<file path="src/rtl/vga_pkg.sv">
// -----------------------------------------------------------------------------
// vga_pkg
//   Shared definitions for the frame writer: default raster size, Wishbone
//   registered-feedback cycle type identifiers, the bus-side FSM state type and
//   a small width helper used to size counters.
// -----------------------------------------------------------------------------
package vga_pkg;

    // Default raster geometry (active area only).
    localparam int HDISP_DEFAULT = 800;
    localparam int VDISP_DEFAULT = 480;

    // Wishbone cycle type identifiers carried on wshb_cti.
    localparam logic [2:0] CTI_CLASSIC = 3'b000;  // no burst in progress
    localparam logic [2:0] CTI_INCR    = 3'b010;  // incrementing burst, more beats follow
    localparam logic [2:0] CTI_END     = 3'b111;  // final beat of the burst

    // Bus-side state: waiting for a full burst's worth of data, or bursting.
    typedef enum logic {
        IDLE  = 1'b0,
        BURST = 1'b1
    } fw_state_e;

    // Counter width for a modulus n; never narrower than one bit so that a
    // degenerate n of 1 still yields a legal vector.
    function automatic int clog2_min1(input int n);
        return (n > 1) ? $clog2(n) : 1;
    endfunction

endpackage

</file>
<file path="src/rtl/frame_writer_if.sv">
// -----------------------------------------------------------------------------
// frame_writer_if
//   Wishbone B4 write-only master bundle used by frame_writer to push pixels
//   into frame memory.
//
//   wshb_adr     32  byte address of the current beat
//   wshb_dat_ms  32  write data, master to slave
//   wshb_sel      4  byte lane enables
//   wshb_cyc      1  bus cycle in progress
//   wshb_stb      1  beat strobe
//   wshb_we       1  write enable
//   wshb_cti      3  cycle type identifier
//   wshb_bte      2  burst type extension
//   wshb_ack      1  slave acknowledge, slave to master
// -----------------------------------------------------------------------------
interface frame_writer_if;

    logic [31:0] wshb_adr;
    logic [31:0] wshb_dat_ms;
    logic [3:0]  wshb_sel;
    logic        wshb_cyc;
    logic        wshb_stb;
    logic        wshb_we;
    logic [2:0]  wshb_cti;
    logic [1:0]  wshb_bte;
    logic        wshb_ack;

    modport master (
        output wshb_adr,
        output wshb_dat_ms,
        output wshb_sel,
        output wshb_cyc,
        output wshb_stb,
        output wshb_we,
        output wshb_cti,
        output wshb_bte,
        input  wshb_ack
    );

    modport slave (
        input  wshb_adr,
        input  wshb_dat_ms,
        input  wshb_sel,
        input  wshb_cyc,
        input  wshb_stb,
        input  wshb_we,
        input  wshb_cti,
        input  wshb_bte,
        output wshb_ack
    );

endinterface

</file>
<file path="src/rtl/sync_fifo.sv">
// -----------------------------------------------------------------------------
// sync_fifo
//   Single-clock first-word-fall-through FIFO. The head entry is always
//   presented on rd_data; rd_en consumes it. Writes while full and reads while
//   empty are ignored. A simultaneous read and write leaves the count unchanged
//   and both complete.
//
//   clk      in   1           clock
//   rst_n    in   1           asynchronous active-low reset (empties FIFO)
//   wr_en    in   1           push wr_data (ignored when full)
//   wr_data  in   DATA_WIDTH  data to push
//   rd_en    in   1           pop head entry (ignored when empty)
//   rd_data  out  DATA_WIDTH  head entry
//   full     out  1           no free entry
//   count    out  CW          number of stored entries, 0..DEPTH
// -----------------------------------------------------------------------------
module sync_fifo #(
    parameter int  DATA_WIDTH = 24,
    parameter int  DEPTH      = 32,
    localparam int AW         = (DEPTH > 1) ? $clog2(DEPTH) : 1,
    localparam int CW         = $clog2(DEPTH + 1)
) (
    input  logic                  clk,
    input  logic                  rst_n,
    input  logic                  wr_en,
    input  logic [DATA_WIDTH-1:0] wr_data,
    input  logic                  rd_en,
    output logic [DATA_WIDTH-1:0] rd_data,
    output logic                  full,
    output logic [CW-1:0]         count
);

    logic [DATA_WIDTH-1:0] mem [DEPTH];
    logic [AW-1:0]         wr_ptr;
    logic [AW-1:0]         rd_ptr;
    logic                  do_wr;
    logic                  do_rd;

    assign full    = (count == CW'(DEPTH));
    assign do_wr   = wr_en && !full;
    assign do_rd   = rd_en && (count != '0);
    assign rd_data = mem[rd_ptr];

    // Pointer advance with explicit wrap so DEPTH need not be a power of two.
    function automatic logic [AW-1:0] ptr_inc(input logic [AW-1:0] p);
        return (p == AW'(DEPTH - 1)) ? '0 : p + AW'(1);
    endfunction

    // NOTE: the storage array has no reset; its contents are only ever read
    // behind the count, so clearing it would add reset fan-out for nothing.
    always_ff @(posedge clk) begin
        if (do_wr) begin
            mem[wr_ptr] <= wr_data;
        end
    end

    // NOTE: clocked state uses non-blocking assignments so every flop samples
    // pre-edge values regardless of statement order.
    always_ff @(posedge clk or negedge rst_n) begin
        if (!rst_n) begin
            wr_ptr <= '0;
            rd_ptr <= '0;
            count  <= '0;
        end else begin
            if (do_wr) begin
                wr_ptr <= ptr_inc(wr_ptr);
            end
            if (do_rd) begin
                rd_ptr <= ptr_inc(rd_ptr);
            end
            case ({do_wr, do_rd})
                2'b10:   count <= count + CW'(1);
                2'b01:   count <= count - CW'(1);
                default: count <= count;
            endcase
        end
    end

endmodule

</file>
<file path="src/rtl/frame_writer.sv">
// -----------------------------------------------------------------------------
// frame_writer
//   Accepts a stream of 24-bit RGB pixels and writes them to frame memory as
//   fixed-length incrementing Wishbone write bursts, one 32-bit word per pixel
//   ({8'h00, rgb}). Pixel 0 of the frame (marked by pix_sof) lands at BASE_ADR;
//   addresses advance by 4 per beat and return to BASE_ADR after the last
//   word of the frame.
//
//   Input side: pixels are buffered in a 2*BURST_LEN deep FIFO. Until the
//   first pix_sof after reset, accepted pixels are dropped so that memory is
//   always written frame-aligned. A pix_sof arriving anywhere but pixel 0 is
//   flagged on sof_err and otherwise treated as an ordinary pixel (no resync).
//
//   Bus side: a burst starts only once BURST_LEN words are buffered, so the
//   FIFO can never run dry mid-burst and stb is never withdrawn.
//
//   clk          in   1   clock (also the Wishbone clock)
//   rst_n        in   1   asynchronous active-low reset
//   pix_valid    in   1   pixel present on pix_data
//   pix_ready    out  1   pixel accepted this cycle if pix_valid
//   pix_data     in   24  RGB pixel
//   pix_sof      in   1   pix_data is pixel 0 of a frame
//   frame_done   out  1   one-cycle pulse after the last beat of a frame
//   sof_err      out  1   one-cycle pulse after a misplaced pix_sof
//   wshb         master   Wishbone write port (see frame_writer_if)
// -----------------------------------------------------------------------------
module frame_writer
    import vga_pkg::*;
#(
    parameter int          HDISP     = HDISP_DEFAULT,
    parameter int          VDISP     = VDISP_DEFAULT,
    parameter int          BURST_LEN = 16,
    parameter logic [31:0] BASE_ADR  = 32'h0
) (
    input  logic           clk,
    input  logic           rst_n,
    input  logic           pix_valid,
    output logic           pix_ready,
    input  logic [23:0]    pix_data,
    input  logic           pix_sof,
    output logic           frame_done,
    output logic           sof_err,
    frame_writer_if.master wshb
);

    localparam int NPIX  = HDISP * VDISP;
    localparam int PW    = clog2_min1(NPIX);
    localparam int DEPTH = 2 * BURST_LEN;
    localparam int CW    = $clog2(DEPTH + 1);
    localparam int BW    = clog2_min1(BURST_LEN);

    // -------------------------------------------------------------------------
    // Input side
    // -------------------------------------------------------------------------
    logic          sof_seen;
    logic [PW-1:0] pcnt;
    logic          fifo_wr;
    logic          fifo_full;
    logic [CW-1:0] fifo_count;
    logic [23:0]   fifo_head;
    logic          beat_done;

    assign pix_ready = !fifo_full;

    // Pixels are handshaken even before the first sof (so the source is never
    // stalled), but only stored once the frame alignment is known.
    assign fifo_wr = pix_valid && pix_ready && (sof_seen || pix_sof);

    always_ff @(posedge clk or negedge rst_n) begin
        if (!rst_n) begin
            sof_seen <= 1'b0;
            pcnt     <= '0;
            sof_err  <= 1'b0;
        end else begin
            sof_err <= fifo_wr && pix_sof && (pcnt != '0);
            if (fifo_wr) begin
                sof_seen <= 1'b1;
                pcnt     <= (pcnt == PW'(NPIX - 1)) ? '0 : pcnt + PW'(1);
            end
        end
    end

    sync_fifo #(
        .DATA_WIDTH (24),
        .DEPTH      (DEPTH)
    ) u_fifo (
        .clk     (clk),
        .rst_n   (rst_n),
        .wr_en   (fifo_wr),
        .wr_data (pix_data),
        .rd_en   (beat_done),
        .rd_data (fifo_head),
        .full    (fifo_full),
        .count   (fifo_count)
    );

    // -------------------------------------------------------------------------
    // Bus side
    // -------------------------------------------------------------------------
    fw_state_e     state_q;
    fw_state_e     state_d;
    logic [BW-1:0] bcnt;
    logic [PW-1:0] wcnt;
    logic [31:0]   adr_q;
    logic          last_beat;
    logic          frame_last;
    logic          bus_act;
    logic [2:0]    cti;

    assign last_beat  = (bcnt == BW'(BURST_LEN - 1));
    assign frame_last = (wcnt == PW'(NPIX - 1));
    assign beat_done  = (state_q == BURST) && wshb.wshb_ack;

    always_ff @(posedge clk or negedge rst_n) begin
        if (!rst_n) begin
            state_q <= IDLE;
        end else begin
            state_q <= state_d;
        end
    end

    // Control strobes decode straight from the state flop, so an asynchronous
    // reset drops cyc in the same cycle it is asserted.
    // NOTE: every signal driven here gets a default before the case so that
    // no path leaves it unassigned, which would otherwise infer a latch.
    always_comb begin
        state_d = state_q;
        bus_act = 1'b0;
        cti     = CTI_CLASSIC;
        case (state_q)
            IDLE: begin
                if (fifo_count >= CW'(BURST_LEN)) begin
                    state_d = BURST;
                end
            end
            BURST: begin
                bus_act = 1'b1;
                cti     = last_beat ? CTI_END : CTI_INCR;
                if (wshb.wshb_ack && last_beat) begin
                    state_d = IDLE;
                end
            end
            default: state_d = IDLE;
        endcase
    end

    // Beat-within-burst, word-within-frame and address all advance on ack;
    // the address is registered so it never depends combinationally on ack.
    always_ff @(posedge clk or negedge rst_n) begin
        if (!rst_n) begin
            bcnt       <= '0;
            wcnt       <= '0;
            adr_q      <= BASE_ADR;
            frame_done <= 1'b0;
        end else begin
            frame_done <= beat_done && frame_last;
            if (beat_done) begin
                bcnt  <= last_beat ? '0 : bcnt + BW'(1);
                wcnt  <= frame_last ? '0 : wcnt + PW'(1);
                adr_q <= frame_last ? BASE_ADR : adr_q + 32'd4;
            end
        end
    end

    assign wshb.wshb_cyc    = bus_act;
    assign wshb.wshb_stb    = bus_act;
    assign wshb.wshb_we     = bus_act;
    assign wshb.wshb_cti    = cti;
    assign wshb.wshb_adr    = adr_q;
    assign wshb.wshb_dat_ms = {8'h00, fifo_head};
    assign wshb.wshb_sel    = 4'b1111;
    assign wshb.wshb_bte    = 2'b00;

endmodule

</file>
<file path="src/flat_wrapper.sv">
// flat-port wrapper written by rule: the top's interface ports become plain ports
module frame_writer_flat import vga_pkg::*;
#(
    parameter int          HDISP     = HDISP_DEFAULT,
    parameter int          VDISP     = VDISP_DEFAULT,
    parameter int          BURST_LEN = 16,
    parameter logic [31:0] BASE_ADR  = 32'h0
)
  (clk, rst_n, pix_valid, pix_ready, pix_data, pix_sof, frame_done, sof_err, wshb_wshb_adr, wshb_wshb_dat_ms, wshb_wshb_sel, wshb_wshb_cyc, wshb_wshb_stb, wshb_wshb_we, wshb_wshb_cti, wshb_wshb_bte, wshb_wshb_ack);
  frame_writer_if wshb_i ();
  input  logic clk;
  input  logic rst_n;
  input  logic pix_valid;
  output logic pix_ready;
  input  logic [23:0] pix_data;
  input  logic pix_sof;
  output logic frame_done;
  output logic sof_err;
  output wire logic [$bits(wshb_i.wshb_adr)-1:0] wshb_wshb_adr;
  output wire logic [$bits(wshb_i.wshb_dat_ms)-1:0] wshb_wshb_dat_ms;
  output wire logic [$bits(wshb_i.wshb_sel)-1:0] wshb_wshb_sel;
  output wire logic [$bits(wshb_i.wshb_cyc)-1:0] wshb_wshb_cyc;
  output wire logic [$bits(wshb_i.wshb_stb)-1:0] wshb_wshb_stb;
  output wire logic [$bits(wshb_i.wshb_we)-1:0] wshb_wshb_we;
  output wire logic [$bits(wshb_i.wshb_cti)-1:0] wshb_wshb_cti;
  output wire logic [$bits(wshb_i.wshb_bte)-1:0] wshb_wshb_bte;
  input wire logic [$bits(wshb_i.wshb_ack)-1:0] wshb_wshb_ack;
  assign wshb_wshb_adr = wshb_i.wshb_adr;
  assign wshb_wshb_dat_ms = wshb_i.wshb_dat_ms;
  assign wshb_wshb_sel = wshb_i.wshb_sel;
  assign wshb_wshb_cyc = wshb_i.wshb_cyc;
  assign wshb_wshb_stb = wshb_i.wshb_stb;
  assign wshb_wshb_we = wshb_i.wshb_we;
  assign wshb_wshb_cti = wshb_i.wshb_cti;
  assign wshb_wshb_bte = wshb_i.wshb_bte;
  assign wshb_i.wshb_ack = wshb_wshb_ack;
  frame_writer #(.HDISP(HDISP), .VDISP(VDISP), .BURST_LEN(BURST_LEN), .BASE_ADR(BASE_ADR)) u_core (.clk(clk), .rst_n(rst_n), .pix_valid(pix_valid), .pix_ready(pix_ready), .pix_data(pix_data), .pix_sof(pix_sof), .frame_done(frame_done), .sof_err(sof_err), .wshb(wshb_i));
endmodule
</file>
<file path="config.mk">
export PLATFORM = sky130hd
export DESIGN_NAME = frame_writer_flat
export DESIGN_NICKNAME = d
export VERILOG_FILES = /design/src/rtl/vga_pkg.sv /design/src/rtl/frame_writer_if.sv /design/src/rtl/sync_fifo.sv /design/src/rtl/frame_writer.sv /design/src/flat_wrapper.sv
export SDC_FILE = /design/constraint.sdc
export NUM_CORES = 1
export LEC_CHECK = 0
export ABC_AREA = 1
export BUFFER_PORTS_ARGS = -buffer_cell sky130_fd_sc_hd__clkbuf_2
export CORE_MARGIN = 2
export CORE_UTILIZATION = 35
export DETAILED_ROUTE_END_ITERATION = 10
export GPL_TIMING_DRIVEN = 0
export PLACE_DENSITY_LB_ADDON = 0.3
export SYNTH_ARGS = -nofsm -noshare
export SYNTH_HDL_FRONTEND = slang
export SYNTH_SLANG_ARGS = --single-unit
</file>
<file path="constraint.sdc">
create_clock -name clk -period 5.74 [get_ports clk]
set_clock_uncertainty 0.05 [all_clocks]
set_input_delay 0.287 -clock clk [delete_from_list [all_inputs] [get_ports clk]]
set_output_delay 0.287 -clock clk [all_outputs]
set_load 0.01 [all_outputs]
</file>
==> results by group <==
Worst hold path
  – Path class of the lowest-slack min-delay path: input pin to flip-flop
  – Number of cells traversed by the worst hold path: 6

Setup path
  – Flop2flop setup slack: 2.19 ns
  – Sort of element at the end of the critical path: primary output
  – Worst setup path category: flip-flop to primary output
  – Launching element type of the critical path: flip-flop
  – Path depth of the worst reg2reg path: 15
  – Largest fanout on the critical path: 10
  – Req. time, crit path: 5.40 ns
  – Data arrival time of the worst path: 3.81 ns

Yosys
  – Count of cell types in the netlist: 36
  – Main synth FF type: edfxtp_1
  – Post-synthesis instance area: 39010 um2
  – Number of enable-type register cells in the synthesized netlist: 768
  – Warnings, synthesis: 0
  – Cell count after synthesis: 4072
  – Post-synthesis area per instance: 9.581 um2
  – Sequential fraction of the synthesis area: 0.6502
  – Proportion of register bits with asynchronous set or reset after synthesis: 0.1070
  – Register bit total from synthesis: 860

Floorplanning
  – Row Count: 122
  – Die extent in x: 337.9 um
  – Floorplan die area: 114100 um2
  – Initial Utilization: 0.3525
  – Die outline height: 337.9 um
  – Count of boundary I/O pins: 108
  – Std-Cell Core Area: 110700 um2

Clock tree
  – Number of hold-repair buffers added at the cts stage: 3
  – Number of buffers on the longest clock path: 3
  – Cell at the root of the clock tree: clkbuf_16
  – Post-CTS setup buffers: 0
  – Sink Count: 860
  – Clock network latency to the later pin of the worst-skew pair: 0.68 ns
  – Maximum level of the CTS H-tree: 3
  – PostCTS Resize Cnt: 0
  – Clk pin slew, worst setup/hold paths: 0.06 ns
  – TritonCTS clock tree: yes
  – Inserted Clock Buffers: 93

Detailed routing
  – Routed metal-1 wire length: 49650 um
  – DRC violation count after routing: 0
  – Wire length on met3: 9181 um
  – Wire length on met2: 51840 um
  – Vias per cell: 4.814
  – Post-detailed-routing wire length: 115800 um
  – Via total after detailed routing: 28220
  – Antenna Nets Post-Route: 0
  – Wire length per cell after detailed routing: 19.76 um
  – 1st-pass router iterations: 5
  – First DRT Iteration DRCs: 2814
  – Uppermost signal routing layer after detailed routing: met4

Power and ir drop
  – Switching share of power: 0.4016
  – Logic pwr share: 0.368
  – Ratio of total power to cell area: 469.2 nW/um2
  – Share of power burned in registers: 0.355
  – Leakage component of the power: 19.63 nW
  – NetSw: 8.442 mW
  – Pint: 12.58 mW
  – Worst-case vdd ir drop: 0.0002744 V
  – Clk network pwr share: 0.277

Global routing
  – Pin count of the biggest net entering global routing: 93
  – Overall global routing resource usage: 0.2016
  – Number of antenna violations at the first check in global routing: 3
  – Vias in the first global route: 26360
  – Overflow left after global routing: 0
  – Wire length of the first global-routing pass: 169800 um

STA
  – Count of endpoints failing hold in the final timing report: 0
  – Slew Limit Fails: 0
  – Slew at the pin with the worst max-slew slack: 1.157 ns
  – Number of failing setup endpoints in the final timing report: 0
  – Normalized max-slew margin: 0.2286
  – Sum Neg Setup Slack: 0 ns
  – RSZ-0062 raised after global routing: no
  – Min cycle time layout: 4.150 ns
  – Ratio of final minimum period to clock period: 0.7230
  – Fmax: 0.2410 GHz

Placement
  – Post-detailed-placement half-perimeter wirelength: 76940 um
  – Total placed cells including tap cells: 5684
  – Routability congestion estimate from global placement: 0.9812
  – Port Buf Inserts: 91

Layout
  – Number of fillers in the final layout: 10790
  – Layout cells sized above 1: 0.1064
  – Finished Layout Cells: 5862
  – NumNets Final: 4341
  – Synth-to-layout area growth: 14.85%

Run status
  – Outcome: finished, final reports clean

Run
  – Max cap viols: 0
-- synth_stat cells, drive strengths merged, types with 4 or more instances --
master	count	area, um2
inv	683	2564
edfxtp	768	23060
o21ai	57	285.3
and2	4	25.02
clkbuf	60	225.2
nand2	1363	5119
nand3	532	2668
nor2	181	686.9
dfrtp	92	2302
xor2	15	131.4
ha	17	212.7
buf	134	710.7
a21oi	14	70.07
xnor2	7	61.31
nand4	25	156.4
or2	73	456.7
nor3	28	140.1
-- registers in the layout (all words and copies together), names as in the netlist --
name	cells
u_core.pcnt	19
u_core.u_fifo.mem	768
u_core.u_fifo.count	6
u_core.state_q	1
u_core.sof_err	1
u_core.u_fifo.rd_ptr	5
u_core.wcnt	19
u_core.u_fifo.wr_ptr	5
u_core.sof_seen	1
u_core.wshb.wshb_adr	30
u_core.bcnt	4
u_core.frame_done	1
-- worst paths after layout --
kind                                         start                  endpoint
max                        u_core.u_fifo.rd_ptr[0]      wshb_wshb_dat_ms[15]
min                                      pix_valid           u_core.pcnt[10]
max reg2reg                         u_core.state_q    u_core.u_fifo.count[4]
min reg2reg                        u_core.sof_seen           u_core.sof_seen
max in group asynchronous                    rst_n  u_core.wshb.wshb_adr[22]
min in group asynchronous                    rst_n            u_core.sof_err
-- metal layers --
metal | vias up | track usage
met5 | - | 0
met4 | 0 | 0.08842
met3 | 212 | 0.03123
met2 | 1085 | 0.3164
met1 | 13500 | 0.2767
li1 | 13420 | -
-- worst max-delay path, stage by stage, from the launching register on --
cell,delay (ns)
dfrtp_1,0.52
inv_2,0.10
buf_2,0.43
buf_2,0.57
buf_2,0.36
nand2_1,0.09
nand3_1,0.08
nand2_1,0.05
nand2_1,0.05
nand3_1,0.24
nand3_1,0.32
nand2_1,0.17
clkbuf_2,0.16
-- metrics by stage --
stage / hold slack [ns] / cell area (um2) / power, mW / setup WS, ns / utilization
after CTS: 0.1349 / 44800 / 20.97 / 1.720 / 0.4048
after global placement: 0.4051 / 41380 / 15.02 / 0.9681 / 0.3739
after floorplan: -0.05859 / 39070 / 11.93 / 2.660 / -
final: 0.1858 / 44800 / 21.02 / 1.590 / 0.4049
after global routing: 0.2089 / 44800 / 22.03 / 1.618 / 0.4048
after detailed placement: 0.3910 / 41850 / 15.17 / 2.266 / 0.3782
-- logic make-up after synthesis --
logic type | share of synthesized area
xor+xnor | 0.004939
fa+ha+maj | 0.005965
compound gates | 0.01049
buf+inv | 0.08990
simple gates | 0.2384
other cells | 0.0001925
flops | 0.6502
-- cell usage in the layout, fill, tap and decap left out, types with 5 or more instances in the layout --
master,count
clkinv_1,21
clkbuf_16,94
xnor2_1,7
buf_6,7
buf_1,18
nor2_1,150
buf_8,8
nand4_1,25
edfxtp_1,768
nand3_1,531
xor2_1,15
nand2_1,1362
a21oi_1,14
nor2_2,13
o21ai_1,14
clkbuf_2,90
nor3_1,24
clkinv_2,18
buf_2,91
o21ai_0,43
buf_4,26
conb_1,16
dfrtp_1,92
clkbuf_1,87
ha_1,17
bufinv_16,5
or2_2,72
inv_1,679
nor2_4,18
-- final cells by class --
class                   count  area, um2  area share
diodes                      3      7.507   0.0001676
inverters                 685       2571     0.05739
clock inverters            49      432.9    0.009662
clock buffers             123       2481     0.05538
multi-input cells        2347      10370      0.2315
well taps                1488       1862     0.04155
plain buffers             194      935.9     0.02089
flip-flops and latches    860      25360      0.5661
repair buffers            113      775.7     0.01731
-- power by group through the flow --
stage	registers (mW)	logic, mW	clock network [mW]
after floorplan	7.55	4.37	0
after global placement	7.61	7.42	0
after detailed placement	7.60	7.57	0
after CTS	7.47	7.60	5.90
after global routing	7.51	8.38	6.15
final	7.47	7.74	5.81
Power figures use the tool's default switching activity.
